==> src/rtl/spi_deserializer.sv <==
// spi_deserializer
//   Receive side of the SPI link. Samples sclk/mosi (asynchronous to clk),
//   assembles DATAWIDTH-bit words MSB-first on sclk rising edges and hands
//   each completed word to the RX FIFO through a single-cycle write strobe.
//
// Ports
//   clk        system clock, all registers on its rising edge
//   rst_n      asynchronous active-low reset
//   sclk       SPI serial clock (asynchronous)
//   mosi       SPI serial data (asynchronous)
//   full       RX FIFO full flag, sampled only on the final-bit sclk rise
//   writeData  last word written to the FIFO, held between writes
//   writeEn    one-cycle FIFO write strobe
//   overflow   one-cycle pulse: completed word dropped because FIFO full
//   frame_err  one-cycle pulse: partial word dropped after sclk went idle
//   busy       high while a word is partially received

`ifndef DATA_WIDTH
`define DATA_WIDTH 8
`endif
`ifndef BIT_COUNTER_WIDTH
`define BIT_COUNTER_WIDTH 4
`endif

module spi_deserializer #(
  parameter int DATAWIDTH       = `DATA_WIDTH,
  parameter int BITCOUNTERWIDTH = `BIT_COUNTER_WIDTH,
  parameter int TIMEOUT         = 64
) (
  input  logic                 clk,
  input  logic                 rst_n,
  input  logic                 sclk,
  input  logic                 mosi,
  input  logic                 full,
  output logic [DATAWIDTH-1:0] writeData,
  output logic                 writeEn,
  output logic                 overflow,
  output logic                 frame_err,
  output logic                 busy
);

  localparam int IDLEW = $clog2(TIMEOUT + 1);
  localparam logic [BITCOUNTERWIDTH-1:0] LAST_CNT   = BITCOUNTERWIDTH'(DATAWIDTH);
  localparam logic [IDLEW-1:0]           IDLE_LIMIT = IDLEW'(TIMEOUT - 1);

  typedef enum logic {IDLE, RECV} state_t;

  state_t                   state;
  logic                     sclk_m, sclk_s, sclk_d;
  logic                     mosi_m, mosi_s;
  logic                     rise;
  // The final bit of a word is taken straight from mosi_s, so only the
  // DATAWIDTH-1 earlier bits need to be held.
  logic [DATAWIDTH-2:0]     shift_reg;
  logic [DATAWIDTH-1:0]     shift_next;
  logic [BITCOUNTERWIDTH-1:0] bit_cnt;
  logic [BITCOUNTERWIDTH-1:0] bit_cnt_inc;
  logic [IDLEW-1:0]         idle_cnt;

  always_ff @(posedge clk or negedge rst_n) begin
    if (!rst_n) begin
      sclk_m <= 1'b0;
      sclk_s <= 1'b0;
      sclk_d <= 1'b0;
      mosi_m <= 1'b0;
      mosi_s <= 1'b0;
    end else begin
      sclk_m <= sclk;
      sclk_s <= sclk_m;
      sclk_d <= sclk_s;
      mosi_m <= mosi;
      mosi_s <= mosi_m;
    end
  end

  always_comb begin
    rise        = sclk_s & ~sclk_d;
    shift_next  = {shift_reg, mosi_s};
    bit_cnt_inc = bit_cnt + 1'b1;
    busy        = (state == RECV);
  end

  always_ff @(posedge clk or negedge rst_n) begin
    if (!rst_n) begin
      state     <= IDLE;
      shift_reg <= '0;
      bit_cnt   <= '0;
      idle_cnt  <= '0;
      writeData <= '0;
      writeEn   <= 1'b0;
      overflow  <= 1'b0;
      frame_err <= 1'b0;
    end else begin
      writeEn   <= 1'b0;
      overflow  <= 1'b0;
      frame_err <= 1'b0;
      if (rise) begin
        shift_reg <= shift_next[DATAWIDTH-2:0];
      end
      case (state)
        IDLE: begin
          if (rise) begin
            bit_cnt  <= BITCOUNTERWIDTH'(1);
            idle_cnt <= '0;
            state    <= RECV;
          end
        end
        RECV: begin
          if (rise) begin
            idle_cnt <= '0;
            if (bit_cnt_inc == LAST_CNT) begin
              bit_cnt <= '0;
              state   <= IDLE;
              if (full) begin
                overflow <= 1'b1;
              end else begin
                writeData <= shift_next;
                writeEn   <= 1'b1;
              end
            end else begin
              bit_cnt <= bit_cnt_inc;
            end
          end else if (idle_cnt == IDLE_LIMIT) begin
            frame_err <= 1'b1;
            bit_cnt   <= '0;
            shift_reg <= '0;
            idle_cnt  <= '0;
            state     <= IDLE;
          end else begin
            idle_cnt <= idle_cnt + 1'b1;
          end
        end
        default: state <= IDLE;
      endcase
    end
  end

endmodule

==> config.mk <==
export PLATFORM = sky130hd
export DESIGN_NAME = spi_deserializer
export DESIGN_NICKNAME = d
export VERILOG_FILES = /design/src/rtl/spi_deserializer.sv
export SDC_FILE = /design/constraint.sdc
export NUM_CORES = 1
export LEC_CHECK = 0
export CORE_ASPECT_RATIO = 1.75
export CORE_UTILIZATION = 50
export DETAILED_ROUTE_END_ITERATION = 6
export PLACE_DENSITY = 0.76
export SETUP_SLACK_MARGIN = 0.05
export SYNTH_ARGS = -nofsm -noshare
export SYNTH_HDL_FRONTEND = slang
export SYNTH_SLANG_ARGS = --single-unit
==> constraint.sdc <==
create_clock -name clk -period 3.2 [get_ports clk]
set_input_delay 0.64 -clock clk [delete_from_list [all_inputs] [get_ports clk]]
set_output_delay 0.64 -clock clk [all_outputs]
set_load 0.005 [all_outputs]
==> summary.md <==
| Metric | Value |
|---|---|
| Status | complete, but fails checks |
| Failing checks | design-rule violations |
| Required time of the critical path | 2560 ps |
| Fin nets | between 150 and 200 |
| DR WL met2 | 1420 um |
| Clk Latency, worst-skew pair | 280 ps |
| DRC Markers | 2 |
| RSZ-0062 raised after global routing | false |
| Slowest-stage cell, CP | dfrtp_1 |
| WL per Instance | 15.0 um |
| Area of the multi-input gates | 601 um^2 |
| Pwr per Cell Area | 610 mW/mm^2 |
| Slew HR | 58.4% |
| Final RePlAce weighted congestion | 0.817 |
| Max incr delay on CP | 650 ps |
| F_max | roughly 460 MHz |
| Vias | 1056 |
| Largest register FFs | 8 |
| Crit end category | primary output |
| DRT antenna net count | 0 |
| Skew final | 5.99 ps |
| PortBufs | 16 |
| Clock slew seen by the registers of the worst setup and hold paths | 60 ps |
| Site row count | 26 |
| Fill cells | 240 |
| CTS Buf Count | 5 |
| Worst path cell trace | clkdlybuf4s50_1 |
| # Post-CTS Setup Buffers | 0 |
| Final Hold Fails | 0 |
| Wire length on met1 | 1110 um |
| Area growth syn-to-layout | 17.5% |
| Antenna Cells | 0 |
| Max Used Layer | met4 |
| CTS tree | built |
| Final Power | about 1.1 mW |
| Period minus WS final | approximately 2200 ps |
| CTS Hold Bufs | 0 |
| Clk root buf | clkbuf_8 |
| Worst hold-check path type | flip-flop to flip-flop |
| Crit Path Max Fanout | 17 |
| Detailed Routing Iterations Pass 1 | 6 |
| WP buf/inv | 1 |
| Post-CTS Resized | 0 |
| DP HPWL | 1840 um |
| Core ar. | 0.00290 mm^2 |
| Seq cells post-synth | 35 |
| Die ar. | 0.00323 mm^2 |
| DRT iter0 DRCs | 25 |
| Post-synth cell types | 34 |
| WL final | 2680 um |
| Max-Cap Viols | 0 |
| Synthesized Nets | 140 |
| Syn Inst Count | approximately 130 |
| Setup violations, final | 0 |
| Largest delay share family, worst path | flip-flops |
| Synth Warn # | 0 |
| Antenna violations before repair | 0 |
| Critical path startpoint category | flip-flop |
| Seq/Total Area, Yosys | 58.4% |
| Worst-Margin Slew | 622 ps |
| Post-DR vias/cell | 5.90 |
| Die Y | 74.5 um |
| CP Data Arrival Time | ~1500 ps |
| Total Routing Usage GR | about 20% |
| Period utilization | 67.3% |
| Sequential standard cell area | 876 um^2 |
| First-pass GRT wire length | 4620 um |
| Syn Area/Cell | about 11 um^2 |
| Setup TNS | 0 ps |
| CP Class | flip-flop to primary output |
| Share of cells above drive strength 1 | 8.61% |
| Clock tree buffer depth | 2 |
| Final Slew Violations | 0 |
| H-tree Lvls | 2 |
| Netlist Area Pre-Place | 0.00150 mm^2 |
| VDD IR max | 404 uV |
| Initial Util | approximately half |
| Grt ovf | 0 |
| Vias in the first global route | between 1000 and 1500 |
| Leakage | 0.827 nW |
| Sink Count | 35 |
| # IOs | 17 |
| Fin area | 0.00176 mm^2 |
| Largest net degree at the start of global routing | 36 |
| WL met3 | 76 um |
| Placement Cell Area | between 0.0015 and 0.002 mm^2 |
| Die width | between 40 and 50 um |
## worst paths after layout
kind	cells past startpoint	from	endpoint	slack (ps)
max	1	busy$_DFF_PN0_	busy	1050
min in group asynchronous	2	rst_n	busy$_DFF_PN0_	780
max reg2reg	4	busy$_DFF_PN0_	bit_cnt[3]$_DFFE_PN0P_	1380
max in group asynchronous	2	rst_n	mosi_s$_DFF_PN0_	2120
min	0	sclk_m$_DFF_PN0_	sclk_s$_DFF_PN0_	350
min reg2reg	0	sclk_m$_DFF_PN0_	sclk_s$_DFF_PN0_	350
## layout make-up
cell class / count / area share (%)
Sequential cell: 35 / 49.7
Timing Repair Buffer: 18 / 9.94
Multi-Input combinational cell: 91 / 34.1
Inverter: 1 / 0.213
Tap cell: 28 / 1.99
Clock buffer: 6 / 4.12
## cells by family (layout without fill, tap and decap cells)
group / Yosys count / in the layout / share of synthesized area, %
flops: 35 / 35 / 58.4
xor+xnor: 3 / 3 / 1.75
simple gates: 50 / 50 / 17.7
buf+inv: 6 / 25 / 1.58
mux: 8 / 8 / 6.01
compound gates: 27 / 27 / 12.1
fa+ha+maj: 3 / 3 / 2.50
## cells in the mapped netlist
library cell   n  share of area, %
a21bo_1        1              0.67
nand4_1        1              0.42
o21ai_1        2              0.67
nor3_2         1              0.67
nand3_1        6               2.0
nand3b_1       3               1.5
a21oi_2        1              0.58
o211a_1        1              0.67
a311oi_1       2               1.2
a21oi_1        5               1.7
inv_1          1              0.25
nand4_2        1              0.83
buf_2          1              0.33
clkbuf_1       4               1.0
or3b_1         1              0.58
nor3b_2        1              0.83
and3_1         3               1.3
o21ai_4        1               1.1
or2_2          1              0.42
o21ai_0        9               3.0
nand2b_1       3               1.3
ha_1           3               2.5
a41oi_1        1              0.58
o2bb2ai_1      1              0.58
nand2_1       20               5.0
nor3b_1        2               1.0
a211o_1        1              0.58
a31oi_1        2              0.83
xnor2_1        1              0.58
nor2b_1        1              0.42
mux2_1         8               6.0
xor2_1         2               1.2
nor2_1         6               1.5
dfrtp_1       35                58
## worst register-to-register path: cells and delay by family, from the launching register on
kind | cells | cell delay [ps]
AOI/OAI and AO/OA | 1 | 310
DFF | 1 | 650
and+or+nand+nor | 3 | 750
## per-layer routing
| metal | GRT usage [%] | vias to the layer above |
|---|---|---|
| met4 | 11.8 | 0 |
| met1 | 25.5 | 531 |
| met5 | 0 | - |
| met2 | 30.3 | 15 |
| met3 | 5.58 | 8 |
| li1 | - | 502 |
## through the flow
stage | worst slack (ps) | instances | util (%) | hold WS (ps)
after global placement | 1250 | 173 | 58.4 | 334
after detailed placement | 1240 | 173 | 58.4 | 336
after global routing | 942 | 179 | 60.9 | 357
after CTS | 1040 | 179 | 60.9 | 350
final | 1050 | 179 | 60.9 | 348
after floorplan | 1600 | 132 | - | 331
## power breakdown
group	total, mW	switching (mW)	internal [mW]
Combinational	0.200	0.0971	0.102
Clock	0.279	0.134	0.145
Sequential	0.598	0.0875	0.510
Total	1.08	0.319	0.757
## layout by cell type (no fill, tap or decap)
cell and n:
clkdlybuf4s50_1 16, o2bb2ai_1 1, mux2_1 8, a311oi_1 2, o21ai_1 2, a21bo_1 1
nand3_1 6, nand2b_1 3, o21ai_0 9, a41oi_1 1, ha_1 3, a211o_1 1
nor3_2 1, nor2_1 6, inv_1 1, buf_4 2, o21ai_4 1, clkbuf_8 5
nand4_2 1, nand2_1 20, o211a_1 1, clkbuf_1 1, nor2b_1 1, a31oi_1 2
nand4_1 1, nor3b_1 2, or3b_1 1, and3_1 3, dfrtp_1 35, a21oi_1 5
a21oi_2 1, or2_2 1, xor2_1 2, xnor2_1 1, nor3b_2 1, nand3b_1 3
(Power assumes the default switching activity.)
